<file path="src/rtl/fifo_pkg.sv">
// -----------------------------------------------------------------------------
// fifo_pkg
//   Shared definitions for the FIFO drain path.
//   SKID_DEPTH : number of entries in the skid buffer behind the FIFO read port.
//   ptr_t      : circular-buffer pointer (0..SKID_DEPTH-1).
//   occ_t      : buffer occupancy (0..SKID_DEPTH).
//   ptr_inc    : pointer increment with wrap at SKID_DEPTH.
// -----------------------------------------------------------------------------
package fifo_pkg;

    localparam int unsigned SKID_DEPTH = 3;

    typedef logic [1:0] ptr_t;
    typedef logic [1:0] occ_t;

    function automatic ptr_t ptr_inc(input ptr_t p);
        return (p == ptr_t'(SKID_DEPTH - 1)) ? '0 : p + ptr_t'(1);
    endfunction

endpackage

</file>
<file path="src/rtl/fifo_rd_stream_skid.sv">
// -----------------------------------------------------------------------------
// skid_buf3
//   3-entry circular buffer that catches FIFO read data arriving one cycle
//   after the request, and presents the oldest entry at its head.
//   clk_i   : clock
//   srst_i  : synchronous reset, active-low; empties the buffer and zeroes
//             the storage so the head reads 0 after reset
//   wr_en   : write wr_data at the write pointer
//   wr_data : word to store
//   pop     : discard the head entry (caller guarantees occ != 0)
//   head    : entry at the read pointer
//   occ     : number of valid entries (0..3)
// -----------------------------------------------------------------------------
module skid_buf3
    import fifo_pkg::*;
#(
    parameter int unsigned DWIDTH = 8
) (
    input  logic              clk_i,
    input  logic              srst_i,
    input  logic              wr_en,
    input  logic [DWIDTH-1:0] wr_data,
    input  logic              pop,
    output logic [DWIDTH-1:0] head,
    output occ_t              occ
);

    logic [DWIDTH-1:0] mem [SKID_DEPTH];
    ptr_t              rd_ptr;
    ptr_t              wr_ptr;
    occ_t              occ_next;

    // Simultaneous write and pop leaves the occupancy unchanged.
    always_comb begin
        occ_next = occ;
        if (wr_en && !pop) begin
            occ_next = occ + occ_t'(1);
        end else if (!wr_en && pop) begin
            occ_next = occ - occ_t'(1);
        end
    end

    always_ff @(posedge clk_i) begin
        if (!srst_i) begin
            mem    <= '{default: '0};
            rd_ptr <= '0;
            wr_ptr <= '0;
            occ    <= '0;
        end else begin
            if (wr_en) begin
                mem[wr_ptr] <= wr_data;
                wr_ptr      <= ptr_inc(wr_ptr);
            end
            if (pop) begin
                rd_ptr <= ptr_inc(rd_ptr);
            end
            occ <= occ_next;
        end
    end

    assign head = mem[rd_ptr];

    a_no_pop_empty : assert property (@(posedge clk_i) disable iff (!srst_i)
        !(pop && occ == '0));

    a_no_write_full : assert property (@(posedge clk_i) disable iff (!srst_i)
        !(wr_en && !pop && occ == occ_t'(SKID_DEPTH)));

endmodule

</file>
<file path="src/rtl/fifo_rd_stream.sv">
// -----------------------------------------------------------------------------
// fifo_rd_stream
//   Drain stage for a non-showahead FIFO (q valid the cycle after rdreq).
//   Issues FIFO reads, absorbs the read latency in a 3-entry skid buffer and
//   presents the words as a valid/ready stream at up to one word per cycle.
//   clk_i        : clock
//   srst_i       : synchronous reset, active-low
//   fifo_empty_i : FIFO empty flag
//   fifo_q_i     : FIFO read data, valid the cycle after fifo_rdreq_o
//   fifo_rdreq_o : FIFO read request
//   data_o       : stream data (buffer head)
//   valid_o      : data_o holds a word
//   ready_i      : downstream accepts; transfer when valid_o && ready_i
//   xfer_cnt_o   : completed transfers, wraps modulo 2^CWIDTH
// -----------------------------------------------------------------------------
module fifo_rd_stream
    import fifo_pkg::*;
#(
    parameter int unsigned DWIDTH = 8,
    parameter int unsigned CWIDTH = 16
) (
    input  logic              clk_i,
    input  logic              srst_i,
    input  logic              fifo_empty_i,
    input  logic [DWIDTH-1:0] fifo_q_i,
    output logic              fifo_rdreq_o,
    output logic [DWIDTH-1:0] data_o,
    output logic              valid_o,
    input  logic              ready_i,
    output logic [CWIDTH-1:0] xfer_cnt_o
);

    logic              inflight;
    occ_t              occ;
    logic              pop;
    logic [2:0]        pending;
    logic [CWIDTH-1:0] xfer_cnt;

    assign valid_o = (occ != '0);
    assign pop     = valid_o && ready_i;

    // Reads are reserved against buffer space including the word already in
    // flight, so the buffer can never overflow. The request depends only on
    // registered state and the FIFO flag; ready_i is deliberately excluded.
    always_comb begin
        pending = {1'b0, occ} + {2'b00, inflight};
    end

    assign fifo_rdreq_o = srst_i && !fifo_empty_i && (pending < 3'(SKID_DEPTH));

    always_ff @(posedge clk_i) begin
        if (!srst_i) begin
            inflight <= 1'b0;
            xfer_cnt <= '0;
        end else begin
            inflight <= fifo_rdreq_o;
            if (pop) begin
                xfer_cnt <= xfer_cnt + CWIDTH'(1);
            end
        end
    end

    assign xfer_cnt_o = xfer_cnt;

    skid_buf3 #(
        .DWIDTH (DWIDTH)
    ) u_buf (
        .clk_i   (clk_i),
        .srst_i  (srst_i),
        .wr_en   (inflight),
        .wr_data (fifo_q_i),
        .pop     (pop),
        .head    (data_o),
        .occ     (occ)
    );

    a_no_read_empty : assert property (@(posedge clk_i)
        !(fifo_rdreq_o && fifo_empty_i));

    a_no_overrun : assert property (@(posedge clk_i) disable iff (!srst_i)
        pending <= 3'(SKID_DEPTH));

endmodule
</file>
<file path="config.mk">
export PLATFORM = sky130hd
export DESIGN_NAME = fifo_rd_stream
export DESIGN_NICKNAME = d
export VERILOG_FILES = /design/src/rtl/fifo_pkg.sv /design/src/rtl/fifo_rd_stream_skid.sv /design/src/rtl/fifo_rd_stream.sv
export SDC_FILE = /design/constraint.sdc
export NUM_CORES = 1
export LEC_CHECK = 0
export ABC_CLOCK_PERIOD_IN_PS = 4100
export CORE_MARGIN = 1.5
export CORE_UTILIZATION = 40
export DETAILED_ROUTE_END_ITERATION = 8
export GPL_ROUTABILITY_DRIVEN = 0
export HOLD_SLACK_MARGIN = 0.1
export PLACE_DENSITY = 0.6
export SYNTH_ARGS = -nofsm -noshare
export SYNTH_HDL_FRONTEND = slang
export SYNTH_SLANG_ARGS = --single-unit
</file>
<file path="constraint.sdc">
create_clock -name clk_i -period 4.1 [get_ports clk_i]
set_input_delay 0.82 -clock clk_i [delete_from_list [all_inputs] [get_ports clk_i]]
set_output_delay 0.82 -clock clk_i [all_outputs]
set_load 0.05 [all_outputs]
</file>
==> results of run 1 <==
-- kinds of logic after synthesis --
group / count (synthesis)
AOI/OAI and AO/OA: 24
xor gates and xnor gates: 12
DFF: 47
buffers and inverters: 18
muxes: 36
and+or+nand+nor: 81
adders and majority gates: 4
-- stage by stage --
stage / hold slack [ns] / power (mW) / instance area, um^2
2_1_floorplan: 0.460 / 0.766 / 2120
3_3_place_gp: 0.465 / 0.851 / 2550
3_5_place_dp: 0.468 / 0.856 / 2550
4_1_cts: 0.482 / 1.11 / 2620
5_1_grt: 0.507 / 1.16 / 2620
6_report: 0.477 / 1.10 / 2620
-- worst max-delay path by stage --
| stage | startpoint | end | cells past startpoint |
|---|---|---|---|
| after detailed placement | srst_i | fifo_rdreq_o | 4 |
| after CTS | srst_i | fifo_rdreq_o | 4 |
| final | srst_i | fifo_rdreq_o | 4 |
| after global placement | srst_i | fifo_rdreq_o | 4 |
| after global routing | u_buf.occ[0] | fifo_rdreq_o | 4 |
| after floorplan | inflight | fifo_rdreq_o | 3 |
-- flip-flops by register name (all words and copies together) (netlist names) --
| name | cells |
|---|---|
| u_buf.mem | 24 |
| xfer_cnt_o | 16 |
| inflight | 1 |
| u_buf.rd_ptr | 2 |
| u_buf.wr_ptr | 2 |
| u_buf.occ | 2 |
-- layout by cell type, fill, tap and decap left out --
cell	instances
a2111oi_0	1
a2111oi_1	1
a21oi_1	7
buf_4	2
clkbuf_1	1
clkbuf_8	5
clkdlybuf4s50_1	37
dfxtp_1	47
ha_1	4
inv_1	6
inv_2	1
mux2i_1	36
nand2_1	14
nand2b_1	2
nand3_1	2
nand3b_1	2
nand4_1	1
nand4_4	2
nor2_1	40
nor2b_1	1
nor3_1	6
nor4_1	1
nor4_2	4
o2111ai_4	1
o211ai_4	1
o21ai_0	11
o21ai_2	1
o22ai_1	1
or2_2	1
or2_4	1
or3_1	3
or3_2	1
xnor2_1	9
xor2_1	3
-- worst register-to-register path, stage by stage (launching register included) --
cell and delay, ns:
dfxtp_1 0.43, o21ai_2 0.35, ha_1 0.34, or3_2 0.45, a21oi_1 0.14
-- metal layers --
layer | GRT usage | vias to the layer above
met2 | 0.227 | 20
met1 | 0.225 | 734
met5 | 0 | -
met3 | 0.0317 | 7
met4 | 0.0714 | 0
li1 | - | 827
-- power breakdown --
part | internal, mW | leakage [nW] | switching (mW)
clock | 0.114 | 0.0371 | 0.141
combinational | 0.118 | 0.590 | 0.175
sequential | 0.488 | 0.381 | 0.0614
-- layout make-up --
| type | count | area, um^2 |
|---|---|---|
| Clock buffer | 6 | 72.6 |
| Fill cell | 517 | 2480 |
| Inverter | 7 | 26.3 |
| Multi-Input combinational cell | 157 | 1110 |
| Sequential cell | 47 | 941 |
| Tap cell | 70 | 87.6 |
| Timing Repair Buffer | 39 | 385 |
==> results_dict.tcl, run 1 <==
set metrics [dict create \
    fin_ws_ns 0.697 \
    routed_wl_um 4180 \
    stdcell_count 326 \
    required_ns 3.28 \
    wl_per_cell_um 12.8 \
    htreeDepth 2 \
    grt_pass1_wl_um 6690 \
    wl_met1_um 2080 \
    overflow 0 \
    synth-simple-area-share 0.199 \
    crit_family "buffers and inverters" \
    synth.most_common_cell "dfxtp_1" \
    cts_made_buffers 5 \
    synth_mux_area_frac 0.170 \
    synth_top_family_by_area "simple AND/OR/NAND/NOR gates" \
    r2r-start "u_buf.occ[0]" \
    reg2reg_depth 4 \
    core-area_um2 5110 \
    ys_ff_latch 47 \
    timing.critical_path.mode_cell "clkdlybuf4s50_1" \
    route.met3.wl_um 132 \
    setup_viol 0 \
    portBuffers 37 \
    synth_top_area_cell "dfxtp_1" \
    crit_chain "clkdlybuf4s50_1 > inv_2 > a2111oi_1 > clkdlybuf4s50_1" \
    vias 1588 \
    power.leakage_nw 1.01 \
    drtIter0Drc 57 \
    synth_fa_ha_area_frac 0.0236 \
    drc_errors 0 \
    synth_compound_area_frac 0.0801 \
    finClkSkew_ns 0.00207 \
    max_freq_ghz 0.294 \
    min_to "xfer_cnt_o[15]" \
    final_nets 273 \
    peakVddDrop_mv 0.217 \
    worst_setup_path_end_kind "output pin" \
    yosys_warnings 0 \
    rsz0062_at_grt "false" \
    wl_met2_um 1880 \
    crit_fanout 5 \
    start_util 0.416 \
    cts_hold_buffers 0 \
    synthCells 222 \
    rows 26 \
    placedCellCount 320 \
    syn_nets 238 \
    die_h_um 75.9 \
    period_needed_ns 3.40 \
    seq_area_frac_synth 0.443 \
    top_layer "met4" \
    grt_start_max_net_pins 46 \
    post-place-ws_ns 0.684 \
    status "completed" \
    dieArea_um2 5750 \
    p_per_area_nw_per_um2 419 \
    async_reset_ff_frac 0 \
    cts_tree "done" \
    max-slew-margin-rel 0.563 \
    hold_viol_final 0 \
    clock_sinks 47 \
    clk_pin_slew_worst_paths_ns 0.08 \
    antenna_found_initial 0 \
    arrival_ns 2.58 \
    r2r-end "u_buf.occ[1]" \
    hold_depth 2 \
    synth_area_per_cell_um2 9.56 \
    synth_flop_cell "dfxtp_1" \
    critical_path_buf_inv_count 3 \
    synthToLayoutAreaGrowth_pct 23.5 \
    r2r_setup_slack_ns 2.32 \
    synthTopCellsByCount "47 x dfxtp_1, 40 x nor2_1, 36 x mux2i_1" \
    cts_setup_buffers 0 \
    yosys-top-cells-area "dfxtp_1 44%, mux2i_1 17%, nor2_1 7.1%, xnor2_1 3.7%, o21ai_0 2.6%" \
    utilization 0.513 \
    slowest_stage "clkdlybuf4s50_1" \
    synth_top_area_share 0.443 \
    synth-xor-area-share 0.0495 \
    worst_slew_pin_slew_ns 0.654 \
    diodes 0 \
    via_per_inst 4.87 \
    synth_area_um2 2120 \
    clkLatencyLatePin_ns 0.29 \
    synth_edf_count 0 \
    period_share 0.830 \
    fp.dieW_um 75.9 \
    cts-root-buf "clkbuf_8" \
    ios 38 \
    grtUsageTotal 0.157 \
    yosysUniqueCellTypes 31 \
    first_pass_iters 4 \
    drive_gt1_frac 0.0781 \
    crit_type "input port to output pin" \
    first_global_vias 1435 \
    finalSetupTns_ns 0 \
    slew_viol_final 0 \
    critPathMaxStageDelay_ns 0.87 \
    hp-class "register to register" \
    dpl.hpwl_um 2800 \
    ctsLongestPathBuffers 2 \
    startpoint_type "input port" \
    antenna_left 0 \
    hold_start "xfer_cnt_o[15]" \
    cts_resized 0 \
    max_cap_viol_count 0 \
]
(Power assumes the default switching activity.)
==> run 2, diff against run 1 <==
- ABC_CLOCK_PERIOD_IN_PS: 4100 -> 3000
- PLACE_DENSITY: 0.6 -> 0.63
- clock period: 4.1 -> 3 ns (I/O delays scaled with it)
==> results_dict.tcl, run 2 (same netlist as run 1, synthesis figures left out) <==
set metrics [dict create \
    status "completed" \
    overflow 0 \
    fp.dieW_um 75.9 \
    cts_tree "done" \
    required_ns 2.40 \
    whs_ns 0.469 \
    mostFrequentLayoutCell "dfxtp_1" \
    start_util 0.416 \
    cts_resized 0 \
    via_per_inst 4.83 \
    setup_viol 0 \
    diodes 0 \
    clk_pin_slew_worst_paths_ns 0.08 \
    period_needed_ns 2.74 \
    arrival_ns 2.14 \
    synthToLayoutAreaGrowth_pct 25.2 \
    worst_slew_pin_slew_ns 0.631 \
    vias 1590 \
    max_cap_viol_count 0 \
    finalSetupTns_ns 0 \
    power.leakage_nw 1.03 \
    p_per_area_nw_per_um2 569 \
    rsz0062_at_grt "false" \
    final_nets 276 \
    hp-class "register to register" \
    portBuffers 37 \
    rows 26 \
    post-place-ws_ns 0.568 \
    utilization 0.520 \
    drtIter0Drc 57 \
    crit_type "register to output pin" \
    cts_setup_buffers 0 \
    cts_hold_buffers 0 \
    hold_viol_final 0 \
    first_global_vias 1404 \
    die_h_um 75.9 \
    antenna_found_initial 0 \
    clkLatencyLatePin_ns 0.29 \
    cts_made_buffers 5 \
    largest_reg_flops 24 \
    first_pass_iters 4 \
    period_share 0.912 \
    grt_start_max_net_pins 46 \
    htreeDepth 2 \
    max-slew-margin-rel 0.578 \
    peakVddDrop_mv 0.253 \
    drive_gt1_frac 0.100 \
    hold_start "xfer_cnt_o[15]" \
    place_area_um2 2580 \
    startpoint_type "register" \
    crit_fanout 8 \
    core-area_um2 5110 \
    ctsLongestPathBuffers 2 \
    wl_per_cell_um 12.4 \
    max_freq_ghz 0.365 \
    ios 38 \
    dpl.hpwl_um 2870 \
    worst_setup_path_end_kind "output pin" \
    grtUsageTotal 0.149 \
    fin_ws_ns 0.263 \
    drc_errors 0 \
    n_fill_cell 478 \
    most-common-layout-cells "47 x dfxtp_1, 40 x nor2_1, 36 x mux2i_1" \
    final_area_um2 2660 \
    r2r-start "u_buf.occ[0]" \
    routed_wl_um 4080 \
    regMostFlops "u_buf.mem" \
    slew_viol_final 0 \
    antenna_left 0 \
    clock_sinks 47 \
    dieArea_um2 5750 \
    finClkSkew_ns 0.00497 \
    crit_start "u_buf.rd_ptr[1]" \
    grt_pass1_wl_um 6520 \
    cts-root-buf "clkbuf_8" \
]
## run 2: cell types whose count changed in the layout (fill, tap and decap cells not counted)
cell             change
clkdlybuf4s50_1      -2
buf_12               +1
buf_4                +4
a2111oi_1            -1
a2111oi_2            +1
## run 2: metal layers
layer	vias to the layer above	global-route usage	part of all wire
li1	831	-	-
met1	741	0.205	0.50
met2	16	0.223	0.47
met3	2	0.0437	0.021
met4	0	0.0476	0.0088
met5	-	0	0
## run 2: metrics by stage
stage / cells / power, mW
4_1_cts: 329 / 1.54
6_report: 329 / 1.51
3_5_place_dp: 323 / 1.19
5_1_grt: 329 / 1.60
3_3_place_gp: 323 / 1.18
2_1_floorplan: 222 / 1.05
## run 2: final timing paths
kind	slack [ns]	endpoint	depth (start not counted)
setup / recovery	0.26	data_o[6]	5
setup reg to reg	1.21	u_buf.occ[1]	4
hold reg to reg	0.47	xfer_cnt_o[15]	2
hold / removal	0.47	xfer_cnt_o[15]	2
## run 2: power breakdown
part	internal [mW]	switching, mW
Clock	0.156	0.186
Sequential	0.667	0.0683
Combinational	0.179	0.257
Total	1.00	0.512
## run 2: final cells by class
cell class	instances	area, um^2	area share
multi-input cells	157	1110	0.419
flip-flops and latches	47	941	0.354
repair buffers	42	415	0.156
well taps	70	87.6	0.0330
clock buffers	6	72.6	0.0273
inverters	7	26.3	0.00989
## run 2: critical path, cell delays in order, from the launching register on
cell	delay [ns]
dfxtp_1	0.42
nor2b_1	0.30
buf_4	0.20
nand2_1	0.05
o21ai_0	0.06
clkdlybuf4s50_1	0.82
==> run 3, diff against run 2 <==
- CORE_UTILIZATION: 40 -> 47
- CTS_CLUSTER_SIZE: unset -> 14
- HOLD_SLACK_MARGIN: 0.1 -> unset
- PLACE_DENSITY: 0.63 -> 0.72
==> results_dict.tcl, run 3 (same netlist as run 1, synthesis figures left out) <==
set metrics [dict create \
    cts_tree "done" \
    crit_fanout 12 \
    first_global_vias 1496 \
    arrival_ns 2.24 \
    dieArea_um2 4930 \
    first_pass_iters 4 \
    p_total_mw 1.58 \
    dpl.hpwl_um 2800 \
    grtUsageTotal 0.175 \
    drtIter0Drc 78 \
    period_share 0.947 \
    ios 38 \
    max_freq_ghz 0.352 \
    rsz0062_at_grt "false" \
    portBuffers 37 \
    fp.dieW_um 70.2 \
    max-slew-margin-rel 0.593 \
    worst_setup_path_end_kind "output pin" \
    vias 1636 \
    n_fill_cell 363 \
    drive_gt1_frac 0.100 \
    largest_reg_flops 24 \
    clkLatencyLatePin_ns 0.30 \
    whs_ns 0.480 \
    core-area_um2 4350 \
    power.leakage_nw 1.09 \
    crit_chain "nor2b_1 > buf_4 > nand2_1 > o21ai_0 > clkdlybuf4s50_1" \
    period_needed_ns 2.84 \
    p_per_area_nw_per_um2 592 \
    most-common-layout-cells "47 x dfxtp_1, 40 x nor2_1, 36 x mux2i_1" \
    overflow 0 \
    final_nets 275 \
    grt_pass1_wl_um 6890 \
    ctsLongestPathBuffers 2 \
    synthToLayoutAreaGrowth_pct 25.5 \
    die_h_um 70.2 \
    worst_slew_pin_slew_ns 0.608 \
    critical_path_buf_inv_count 2 \
    via_per_inst 5.24 \
    rows 24 \
    setup_viol 0 \
    slew_viol_final 0 \
    cts_setup_buffers 0 \
    crit_family "buffers and inverters" \
    mostFrequentLayoutCell "dfxtp_1" \
    regMostFlops "u_buf.mem" \
    htreeDepth 2 \
    routed_wl_um 4090 \
    finalSetupTns_ns 0 \
    hold_viol_final 0 \
    required_ns 2.40 \
    cts_made_buffers 5 \
    cts-root-buf "clkbuf_8" \
    drc_errors 0 \
    antenna_left 0 \
    hp-class "register to register" \
    start_util 0.488 \
    slowest_stage "clkdlybuf4s50_1" \
    diodes 0 \
    grt_start_max_net_pins 46 \
    antenna_found_initial 0 \
    startpoint_type "register" \
    utilization 0.612 \
    critPathMaxStageDelay_ns 0.82 \
    peakVddDrop_mv 0.320 \
    status "completed" \
    finClkSkew_ns 0.00749 \
    crit_type "register to output pin" \
    wl_per_cell_um 13.1 \
    max_cap_viol_count 0 \
    clk_pin_slew_worst_paths_ns 0.08 \
    clock_sinks 47 \
]
==> run 3: power breakdown <==
| group | switching [mW] | leakage [nW] | internal (mW) | total, mW |
|---|---|---|---|---|
| Clock | 0.202 | 0.0515 | 0.210 | 0.412 |
| Combinational | 0.247 | 0.659 | 0.173 | 0.420 |
| Sequential | 0.0773 | 0.381 | 0.667 | 0.744 |
==> run 3: cell type report <==
| class | instances | area [um^2] | share of cell area |
|---|---|---|---|
| Multi-Input combinational cell | 157 | 1110 | 0.418 |
| Sequential cell | 47 | 941 | 0.353 |
| Timing Repair Buffer | 41 | 418 | 0.157 |
| Clock buffer | 8 | 100 | 0.0376 |
| Tap cell | 52 | 65.1 | 0.0244 |
| Inverter | 7 | 26.3 | 0.00986 |
==> run 3: per-stage QoR <==
stage               setup WS (ns)  cells  cell area, um^2
global placement            0.502    304             2560
detailed placement          0.450    304             2560
global route              0.00420    312             2670
finish                      0.158    312             2670
CTS                         0.127    312             2660
floorplan                   0.451    222             2130
==> run 3: final timing paths <==
check | startpoint | end | slack (ns) | depth (start not counted)
worst max-delay path | u_buf.rd_ptr[0] | data_o[6] | 0.16 | 5
worst min-delay path | xfer_cnt_o[15] | xfer_cnt_o[15] | 0.48 | 2
worst max register to register | u_buf.occ[0] | u_buf.occ[1] | 1.22 | 4
worst min register to register | xfer_cnt_o[15] | xfer_cnt_o[15] | 0.48 | 2
==> run 3: repair_timing <==
action,in CTS,in global routing
hold buffers,0,0
endpoints found under the setup margin,0,3
hold endpoints to repair,0,0
resized for setup,0,3
==> run 3: worst reg2reg max path, cell delays in order (launching register included) <==
cell and delay [ns]:
dfxtp_1 0.43, o21ai_2 0.36, ha_1 0.34, or3_2 0.45, a21oi_1 0.14
==> run 3: layer usage <==
layer	wire length [um]	share of wire	track usage	vias up
met4	59	0.014	0.0577	0
met2	1910	0.47	0.276	30
li1	-	-	-	838
met5	0	0	0	-
met1	1960	0.48	0.234	763
met3	159	0.039	0.0433	5
